==> src/rtl/gf_inverse_seq_if.sv <==
// ---------------------------------------------------------------------------
// gf_inverse_seq_if
//   Handshake bundle between a divisor source, the sequential GF(2^SIZE)
//   inverter and the downstream multiplier.
//
//   Signals:
//     in_valid / in_ready / in_b           divisor request channel
//     out_valid / out_ready                result channel
//     out_inv / out_zero                   inverse and divide-by-zero flag
//     in_a / out_a                         dividend passthrough, present only
//                                          when GF_INV_OPERAND_EN is defined
//
//   Modports:
//     master : divisor source / result consumer side
//     slave  : inverter side
// ---------------------------------------------------------------------------
interface gf_inverse_seq_if #(
    parameter int SIZE = 8
);
    logic            in_valid;
    logic            in_ready;
    logic [SIZE-1:0] in_b;
    logic            out_valid;
    logic            out_ready;
    logic [SIZE-1:0] out_inv;
    logic            out_zero;
`ifdef GF_INV_OPERAND_EN
    logic [SIZE-1:0] in_a;
    logic [SIZE-1:0] out_a;

    modport master (
        output in_valid, in_b, in_a, out_ready,
        input  in_ready, out_valid, out_inv, out_zero, out_a
    );
    modport slave (
        input  in_valid, in_b, in_a, out_ready,
        output in_ready, out_valid, out_inv, out_zero, out_a
    );
`else
    modport master (
        output in_valid, in_b, out_ready,
        input  in_ready, out_valid, out_inv, out_zero
    );
    modport slave (
        input  in_valid, in_b, out_ready,
        output in_ready, out_valid, out_inv, out_zero
    );
`endif
endinterface

==> src/rtl/gf_inverse_seq.sv <==
// ---------------------------------------------------------------------------
// gf_inverse_seq
//   Sequential multiplicative inverter over GF(2^SIZE) modulo POLY.
//   b^-1 = b^(2^SIZE-2) = b^2 * b^4 * ... * b^(2^(SIZE-1)); one squaring and
//   one multiply per CALC cycle, SIZE-1 CALC cycles per operation.
//   b == 0 falls out of the math as 0 and is additionally flagged on out_zero.
//
//   Ports:
//     clk   in   rising-edge clock
//     rst   in   asynchronous, active-high reset
//     bus   gf_inverse_seq_if.slave
//             in_valid/in_ready/in_b     divisor accept (in_ready only in IDLE)
//             out_valid/out_ready        result handshake (held in DONE)
//             out_inv/out_zero           inverse and divide-by-zero flag
//             in_a/out_a                 dividend carried alongside the
//                                        result (GF_INV_OPERAND_EN only)
//
//   Configuration macro: GF_INV_OPERAND_EN
//
//   state | meaning
//   ------+------------------------------------------------------------
//   IDLE  | waiting for a divisor, in_ready high
//   CALC  | iterating sq <= sq^2, acc <= acc * sq^2 for SIZE-1 cycles
//   DONE  | result presented, waiting for out_ready
// ---------------------------------------------------------------------------
module gf_inverse_seq #(
    parameter int              SIZE = 8,
    parameter logic [SIZE:0]   POLY = 9'b100011011
) (
    input  logic            clk,
    input  logic            rst,
    gf_inverse_seq_if.slave bus
);
    localparam int CNT_W = $clog2(SIZE);

    typedef enum logic [1:0] {
        S_IDLE = 2'd0,
        S_CALC = 2'd1,
        S_DONE = 2'd2
    } state_t;

    // Carry-less product into a 2*SIZE word, then fold the upper bits back
    // with POLY from the top bit downwards.
    function automatic logic [SIZE-1:0] gf_mul(input logic [SIZE-1:0] x,
                                               input logic [SIZE-1:0] y);
        logic [2*SIZE-1:0] p;
        p = '0;
        for (int i = 0; i < SIZE; i++) begin
            if (y[i]) p = p ^ ({{SIZE{1'b0}}, x} << i);
        end
        for (int i = 2*SIZE-2; i >= SIZE; i--) begin
            if (p[i]) p = p ^ ({{(SIZE-1){1'b0}}, POLY} << (i - SIZE));
        end
        return p[SIZE-1:0];
    endfunction

    state_t            state_q;
    logic              in_ready_q;
    logic              out_valid_q;
    logic [SIZE-1:0]   out_inv_q;
    logic              out_zero_q;
    logic [SIZE-1:0]   sq_q;
    logic [SIZE-1:0]   acc_q;
    logic [CNT_W-1:0]  cnt_q;
    logic              zero_q;
    logic [SIZE-1:0]   sq_d;
    logic [SIZE-1:0]   acc_d;
`ifdef GF_INV_OPERAND_EN
    logic [SIZE-1:0]   a_q;
`endif

    assign sq_d  = gf_mul(sq_q, sq_q);
    assign acc_d = gf_mul(acc_q, sq_d);

    always_ff @(posedge clk or posedge rst) begin
        if (rst) begin
            state_q     <= S_IDLE;
            in_ready_q  <= 1'b1;
            out_valid_q <= 1'b0;
            out_inv_q   <= '0;
            out_zero_q  <= 1'b0;
            sq_q        <= '0;
            acc_q       <= '0;
            cnt_q       <= '0;
            zero_q      <= 1'b0;
`ifdef GF_INV_OPERAND_EN
            a_q         <= '0;
`endif
        end else begin
            case (state_q)
                S_IDLE: begin
                    if (bus.in_valid && in_ready_q) begin
                        sq_q       <= bus.in_b;
                        acc_q      <= {{(SIZE-1){1'b0}}, 1'b1};
                        cnt_q      <= '0;
                        zero_q     <= (bus.in_b == '0);
`ifdef GF_INV_OPERAND_EN
                        a_q        <= bus.in_a;
`endif
                        in_ready_q <= 1'b0;
                        state_q    <= S_CALC;
                    end
                end
                S_CALC: begin
                    sq_q  <= sq_d;
                    acc_q <= acc_d;
                    cnt_q <= cnt_q + 1'b1;
                    // Last iteration: publish the freshly computed product
                    // directly so out_valid rises together with the result.
                    if (cnt_q == CNT_W'(SIZE - 2)) begin
                        out_inv_q   <= acc_d;
                        out_zero_q  <= zero_q;
                        out_valid_q <= 1'b1;
                        state_q     <= S_DONE;
                    end
                end
                S_DONE: begin
                    if (bus.out_ready) begin
                        out_valid_q <= 1'b0;
                        in_ready_q  <= 1'b1;
                        state_q     <= S_IDLE;
                    end
                end
                default: begin
                    out_valid_q <= 1'b0;
                    in_ready_q  <= 1'b1;
                    state_q     <= S_IDLE;
                end
            endcase
        end
    end

    assign bus.in_ready  = in_ready_q;
    assign bus.out_valid = out_valid_q;
    assign bus.out_inv   = out_inv_q;
    assign bus.out_zero  = out_zero_q;
`ifdef GF_INV_OPERAND_EN
    assign bus.out_a     = a_q;
`endif

endmodule
==> src/flat_wrapper.sv <==
// flat-port wrapper written by rule: the top's interface ports become plain ports
module gf_inverse_seq_flat 
#(
    parameter int              SIZE = 8,
    parameter logic [SIZE:0]   POLY = 9'b100011011
)
  (clk, rst, bus_in_valid, bus_in_b, bus_out_ready, bus_in_ready, bus_out_valid, bus_out_inv, bus_out_zero);
  gf_inverse_seq_if #(.SIZE(SIZE)) bus_i ();
  input  logic clk;
  input  logic rst;
  input wire logic [$bits(bus_i.in_valid)-1:0] bus_in_valid;
  input wire logic [$bits(bus_i.in_b)-1:0] bus_in_b;
  input wire logic [$bits(bus_i.out_ready)-1:0] bus_out_ready;
  output wire logic [$bits(bus_i.in_ready)-1:0] bus_in_ready;
  output wire logic [$bits(bus_i.out_valid)-1:0] bus_out_valid;
  output wire logic [$bits(bus_i.out_inv)-1:0] bus_out_inv;
  output wire logic [$bits(bus_i.out_zero)-1:0] bus_out_zero;
  assign bus_i.in_valid = bus_in_valid;
  assign bus_i.in_b = bus_in_b;
  assign bus_i.out_ready = bus_out_ready;
  assign bus_in_ready = bus_i.in_ready;
  assign bus_out_valid = bus_i.out_valid;
  assign bus_out_inv = bus_i.out_inv;
  assign bus_out_zero = bus_i.out_zero;
  gf_inverse_seq #(.SIZE(SIZE), .POLY(POLY)) u_core (.clk(clk), .rst(rst), .bus(bus_i));
endmodule
==> config.mk <==
export PLATFORM = sky130hd
export DESIGN_NAME = gf_inverse_seq_flat
export DESIGN_NICKNAME = d
export VERILOG_FILES = /design/src/rtl/gf_inverse_seq_if.sv /design/src/rtl/gf_inverse_seq.sv /design/src/flat_wrapper.sv
export SDC_FILE = /design/constraint.sdc
export NUM_CORES = 1
export LEC_CHECK = 0
export ABC_AREA = 1
export ABC_CLOCK_PERIOD_IN_PS = 2100
export CAP_MARGIN = 20
export CORE_MARGIN = 2
export CORE_UTILIZATION = 55
export CTS_CLUSTER_DIAMETER = 100
export DETAILED_ROUTE_END_ITERATION = 6
export PLACE_DENSITY_LB_ADDON = 0.08
export REMOVE_ABC_BUFFERS = 1
export SLEW_MARGIN = 10
export SYNTH_ARGS = -nofsm -noshare
export SYNTH_HDL_FRONTEND = slang
export SYNTH_SLANG_ARGS = --single-unit
==> constraint.sdc <==
create_clock -name clk -period 2.1 [get_ports clk]
set_input_delay 0.42 -clock clk [delete_from_list [all_inputs] [get_ports clk]]
set_output_delay 0.42 -clock clk [all_outputs]
set_load 0.01 [all_outputs]
# Yosys cells after proc, flatten, opt, wreduce, memory -nomap -nowiden

Cells that the tools add are included.

Register bits after elaboration: 33
Latch bits: 0
RAM bits: 0
Memory bits (read-only): 0
Output and inout bits: 11
Word-level logic and storage cells: 102
Memories kept: 0

Add/sub/neg operators: 1
$mul: 0
Div/mod/pow operators: 0
Magnitude comparators: 0
Equal/unequal tests: 6
Shift-type cells: 0
Muxes and demuxes: 46
Bitwise gates (word level): 30
Reduce and logical (&&, ||, !) cells: 10

Operator list:

| kind                                    | number |
|---|---|
| 15-bit 2-to-1 mux                       | 13 |
| 4-bit NOT                               | 14 |
| 8-bit 2-to-1 mux                        | 6 |
| 8-bit case mux with 2 select lines      | 2 |
| 15-bit by 11-bit XOR with 15-bit output | 2 |
| 15-bit by 12-bit XOR with 15-bit output | 2 |
| 15-bit by 13-bit XOR with 15-bit output | 2 |
| 15-bit by 14-bit XOR with 15-bit output | 2 |
| 15-bit XOR                              | 2 |
| 9-bit 2-to-1 mux                        | 3 |
| 11-bit 2-to-1 mux                       | 2 |
| 10-bit 2-to-1 mux                       | 2 |
| 8-bit by 9-bit XOR with 9-bit output    | 2 |
| 15-bit by 10-bit XOR with 15-bit output | 1 |
| 7-bit 2-to-1 mux                        | 2 |
| 6-bit 2-to-1 mux                        | 2 |
| 5-bit 2-to-1 mux                        | 2 |
| 9-bit by 10-bit XOR with 10-bit output  | 1 |
| 3-bit AND reduction                     | 3 |
| 8-bit zero test                         | 1 |
| 2-bit 2-to-1 mux                        | 3 |
| 1-bit case mux with 3 select lines      | 2 |
| 2-bit case mux with 3 select lines      | 1 |
| 3-bit case mux with 2 select lines      | 1 |
| 13 further kinds                        | 20 |

# Depth between registers and ports, before layout

Depth after elaboration: 59
Mapped depth: 20
Mapped depth without buffers: 19

# Worst setup path before layout

OpenSTA, ideal clock, no wires.

Path type: register to register
Start point: reg u_core.sq_q[7]
End point: reg u_core.acc_q[0]
Data arrival time: 1780 ps
Data required time: 1987 ps
Slack: 207 ps
Cell stages (with the launch flop): 19
Clock period less this slack: 1893 ps
Cells stage by stage: dfrtp_1 -> buf_4 -> inv_2 -> nand2_1 -> nand2_1 -> nand2_1 -> nand2_1 -> nand2_1 -> nand3_1 -> nand2_1 -> nand2_2 -> inv_2 -> nor2_2 -> nand3_2 -> nand2_4 -> xor2_2 -> nand2_1 -> nand2_1 -> inv_1

Word-level cells in the longest chain between the ends: 44

RTL lines:

| what                                    | RTL line              | text |
|---|---|---|
| start: declaration                      | gf_inverse_seq.sv:62  | `logic [SIZE-1:0] sq_q;` |
| start signal: assignment                | gf_inverse_seq.sv:93  | `sq_q <= bus.in_b;` |
| start signal: assignment                | gf_inverse_seq.sv:105 | `sq_q <= sq_d;` |
| 8-bit by 9-bit XOR with 9-bit output    | gf_inverse_seq.sv:49  | `if (y[i]) p = p ^ ({{SIZE{1'b0}}, x} << i);` |
| 15-bit 2-to-1 mux                       | gf_inverse_seq.sv:49  |  |
| 15-bit by 10-bit XOR with 15-bit output | gf_inverse_seq.sv:49  |  |
| 15-bit 2-to-1 mux                       | gf_inverse_seq.sv:49  |  |
| 15-bit by 11-bit XOR with 15-bit output | gf_inverse_seq.sv:49  |  |
| 15-bit 2-to-1 mux                       | gf_inverse_seq.sv:49  |  |
| 15-bit by 12-bit XOR with 15-bit output | gf_inverse_seq.sv:49  |  |
| 15-bit 2-to-1 mux                       | gf_inverse_seq.sv:49  |  |
| [... 28 more ...]                       | n/a                   |  |
| 10-bit 2-to-1 mux                       | gf_inverse_seq.sv:52  | `if (p[i]) p = p ^ ({{(SIZE-1){1'b0}}, POLY} << (i - SIZE));` |
| 9-bit 2-to-1 mux (*)                    | gf_inverse_seq.sv:52  |  |
| 8-bit 2-to-1 mux                        | gf_inverse_seq.sv:52  |  |
| 7-bit 2-to-1 mux                        | gf_inverse_seq.sv:52  |  |
| 6-bit 2-to-1 mux                        | gf_inverse_seq.sv:52  |  |
| 4-bit NOT (no source line)              | n/a                   |  |
| 5-bit 2-to-1 mux (*)                    | gf_inverse_seq.sv:52  |  |
| 8-bit case mux with 2 select lines (*)  | gf_inverse_seq.sv:90  | `case (state_q)` |
| end signal: assignment                  | gf_inverse_seq.sv:94  | `acc_q <= {{(SIZE-1){1'b0}}, 1'b1};` |
| end: declaration                        | gf_inverse_seq.sv:63  | `logic [SIZE-1:0] acc_q;` |

Mark *: on every way between the ends. The rest lies on a longest branch, timed or not.
A chain may end at the register's enable or synchronous reset.

# Worst setup path after layout

Start point: reg u_core.sq_q[6]
End point: reg u_core.out_inv_q[0], in the netlist u_core.bus.out_inv[0]

Word-level cells in the longest chain between the ends: 41

RTL lines:

| what                                    | RTL line              | text |
|---|---|---|
| 15-bit by 10-bit XOR with 15-bit output | gf_inverse_seq.sv:49  |  |
| 15-bit 2-to-1 mux                       | gf_inverse_seq.sv:49  |  |
| 15-bit by 11-bit XOR with 15-bit output | gf_inverse_seq.sv:49  |  |
| 15-bit 2-to-1 mux                       | gf_inverse_seq.sv:49  |  |
| 15-bit by 12-bit XOR with 15-bit output | gf_inverse_seq.sv:49  |  |
| 15-bit 2-to-1 mux                       | gf_inverse_seq.sv:49  |  |
| 15-bit by 13-bit XOR with 15-bit output | gf_inverse_seq.sv:49  |  |
| 15-bit 2-to-1 mux                       | gf_inverse_seq.sv:49  |  |
| [... 25 more ...]                       | n/a                   |  |
| 11-bit 2-to-1 mux                       | gf_inverse_seq.sv:52  |  |
| 10-bit 2-to-1 mux                       | gf_inverse_seq.sv:52  |  |
| 9-bit 2-to-1 mux (*)                    | gf_inverse_seq.sv:52  |  |
| 8-bit 2-to-1 mux                        | gf_inverse_seq.sv:52  |  |
| 7-bit 2-to-1 mux                        | gf_inverse_seq.sv:52  |  |
| 6-bit 2-to-1 mux                        | gf_inverse_seq.sv:52  |  |
| 4-bit NOT (no source line)              | n/a                   |  |
| 5-bit 2-to-1 mux (*)                    | gf_inverse_seq.sv:52  |  |
| end signal: assignment                  | gf_inverse_seq.sv:80  | `out_inv_q <= '0;` |
| end signal: assignment                  | gf_inverse_seq.sv:111 | `out_inv_q <= acc_d;` |
| end: declaration                        | gf_inverse_seq.sv:60  | `logic [SIZE-1:0] out_inv_q;` |

Marks and branches as above.

==> run_results.csv <==
group,metric,value,unit
run_status,status,"complete, but fails checks",
run_status,violations,"negative setup slack",
die,ioPinCount,23,
synth,synthFlopType,"dfrtp_1",
critical_path,r2r_end,"u_core.bus.out_inv[0]",
global_routing,grt_start_max_net_pins,34,
critical_path,crit_path_start_kind,"flop",
routing,vias,3473,
timing,hold_viol,0,
critical_path,cp_cell_sequence,"buf_4 > xnor2_2 > buf_4 > nor2_2 > inv_1 > nand2_4 > nand2_8 > nand2_4 > inv_2 > nor2_4 > nand3_4 > nand2_8 > xor2_2 > buf_4 > o21ai_2",
critical_path,cp_slowest_cell,"dfrtp_2",
synth,synth_fa_ha_area_frac,0.00794,
critical_path,crit_path_end_kind,"flop",
timing,fin_crit,2230,ps
clock_network,cts_hold_buffers,0,
clock_network,clk_pin_slew,80,ps
timing,timing.final.crit_share,1.06,
global_routing,grt_pass1_vias,3074,
timing,max_slew_margin,0.669,
min_path,worstHoldStart,"u_core.cnt_q[2]",
finish,drive_gt1_frac,0.282,
clock_network,htree_levels,2,
critical_path,crit_buf_inv,5,
synth,synth_top_family_by_area,"simple AND/OR/NAND/NOR gates",
timing,final-max-slew-violation-count,0,
synth,synth_edf_count,0,
critical_path,critical_path_class,"reg2reg",
routing,via_per_inst,5.35,
critical_path,r2r_setup_slack,-130,ps
finish,utilization,0.780,
routing,drc,0,
routing,dr.pass1.iters,5,
min_path,hp-class,"reg2reg",
finish,nFillCells,415,
critical_path,cpPeakStageDelay,460,ps
synth,synth_simple_gate_area_frac,0.463,
die,rows,27,
critical_path,path_delay_family,"simple AND/OR/NAND/NOR gates",
synth,ys_seq_area_frac,0.262,
finish,syn_to_final_growth,36.2,%
synth,synth-xor-area-share,0.110,
critical_path,r2r_cells,15,
clock_network,insertion_delay,290,ps
global_routing,gr-total-overflow,0,
clock_network,ctsLongestPathBuffers,2,
die,core-area,5510,µm²
clock_network,cts-root-buf,"clkbuf_8",
global_routing,grt_first_pass_wirelength,14300,µm
die,die-area,6350,µm²
synth,synthCells,505,
die,die_x,79.7,µm
place,portBuffers,22,
synth,synth.avg_cell_area,6.24,µm²
synth,async_reset_ff_frac,1.00,
routing,drt_iter0_drc,270,
place,gp_congestion,0.974,
timing,clock_skew,6.93,ps
timing,finalWorstSetupSlack,-129,ps
routing,drt.antenna.violating_nets,0,
global_routing,gr-usage-all-layers,0.291,
run,maxCapViolations,0,
critical_path,crit_arrival,2400,ps
timing,tightest_slew,495,ps
place,pre_cts_ws,-146,ps
synth,synth_compound_area_frac,0.0500,
finish,nNetsFinal,590,
synth,netlist_area,3150,µm²
routing,wire_per_inst,14.2,µm
die,start_util,0.573,
synth,ys_ff_latch,33,
routing,totalWireLength,9220,µm
clock_network,cts_tree,"done",
timing,hold_slack,463,ps
clock_network,cts_made_buffers,5,
synth,yosys_warnings,0,
min_path,hold_path_end,"u_core.cnt_q[2]",
timing,max_freq,0.449,GHz
min_path,min_path_cells,1,
clock_network,cts.sinks,33,
synth,synth.area.mux_share,0,
synth,synth_largest_area_cell,"nand2_1",
finish,diodes,0,
die,fp.dieH,79.7,µm
critical_path,timing.rr.start,"u_core.sq_q[6]",
timing,grt_setup_unrepaired,"true",
synth,synth.most_common_cell,"nand2_1",
critical_path,crit_top_cell,"buf_4",
synth,ys_top_cells_by_count,"217 x nand2_1, 57 x inv_1, 51 x nand3_1, 32 x dfrtp_1, 29 x nor2_1",
synth,yosysTopAreaCellShare,0.258,
critical_path,cp.required,2270,ps
synth,synth_area_leaders,"nand2_1 26%, dfrtp_1 25%, nand3_1 8.1%",
place,dp_hpwl,6680,µm
critical_path,cp_max_fo,7,
global_routing,grt_antenna_before_repair,0,
timing,setup_viol,16,
synth,yosysUniqueCellTypes,32,
flip-flops by register name, indices dropped and copies added, names as in the netlist:
| register | count |
|---|---|
| u_core.bus.in_ready | 1 |
| u_core.bus.out_zero | 1 |
| u_core.cnt_q | 3 |
| u_core.state_q | 2 |
| u_core.bus.out_inv | 8 |
| u_core.sq_q | 8 |
| u_core.bus.out_valid | 1 |
| u_core.zero_q | 1 |
| u_core.acc_q | 8 |
stage by stage:
stage	instance area [µm²]	instances	TNS, ps
floorplan	3060	490	0
CTS	4060	645	-152
global route	4300	649	-2780
global placement	3760	632	-809
finish	4300	649	-1020
detailed placement	3760	632	-1770
kinds of logic (layout without fill, tap and decap cells):
kind of cell             Yosys count  after routing
buffers and inverters             80            152
AO/OA/AOI/OAI                     23             23
flip-flops                        33             33
AND/OR/NAND/NOR                  334            334
adder cells (fa/ha/maj)            2              2
XOR/XNOR                          33             33
worst max-delay path by stage:
stage / slack [ps] / depth (start not counted) / end / from
after CTS: -50 / 16 / u_core.acc_q[0] / u_core.sq_q[5]
after global placement: -80 / 13 / u_core.acc_q[6] / u_core.sq_q[6]
final: -130 / 15 / u_core.bus.out_inv[0] / u_core.sq_q[6]
after global routing: -230 / 16 / u_core.acc_q[0] / u_core.sq_q[5]
after floorplan: 10 / 13 / u_core.acc_q[0] / u_core.sq_q[5]
after detailed placement: -150 / 13 / u_core.acc_q[2] / u_core.sq_q[5]
final cells by class:
| cell class | count | area [µm²] | share of cell area |
|---|---|---|---|
| clock buffer | 5 | 68.8 | 0.0160 |
| clock inverter | 3 | 68.8 | 0.0160 |
| inverter | 65 | 249 | 0.0580 |
| multi-input combinational | 392 | 2310 | 0.537 |
| sequential | 33 | 832 | 0.194 |
| tap | 72 | 90.1 | 0.0210 |
| timing repair buffer | 79 | 681 | 0.158 |
metal layers:
layer,vias up,global-route usage,share of wire
li1,1703,-,-
met1,1627,0.374,0.42
met2,115,0.496,0.49
met3,28,0.0419,0.050
met4,0,0.105,0.034
met5,-,0,0
repair_timing:
action	CTS	global route
gates resized for setup	29	52
hold endpoints to repair	0	0
pin swaps	15	13
buffers inserted	6	4
setup endpoints to repair	16	16
cells in the final DEF, fill, tap and decap left out, drive strengths merged, types with 4 or more instances in the layout:
master         count
buf               57
clkbuf             5
clkdlybuf4s50     22
dfrtp             32
inv               66
nand2            237
nand3             56
nand3b             6
nand4              4
nor2              31
o21ai              9
o221ai             7
xnor2             19
xor2              14
worst register-to-register path, cell delays in order, from the launching register on:
cell     delay, ps
dfrtp_2        460
buf_4          160
xnor2_2        130
buf_4          160
nor2_2         160
inv_1          100
nand2_4        100
nand2_8         80
nand2_4         80
inv_2           50
nor2_4          90
nand3_4        120
nand2_8        110
xor2_2         160
buf_4          140
o21ai_2         40
Power is not shown: default switching activity piles up to over one toggle a cycle in this logic, so the estimate is an artifact.
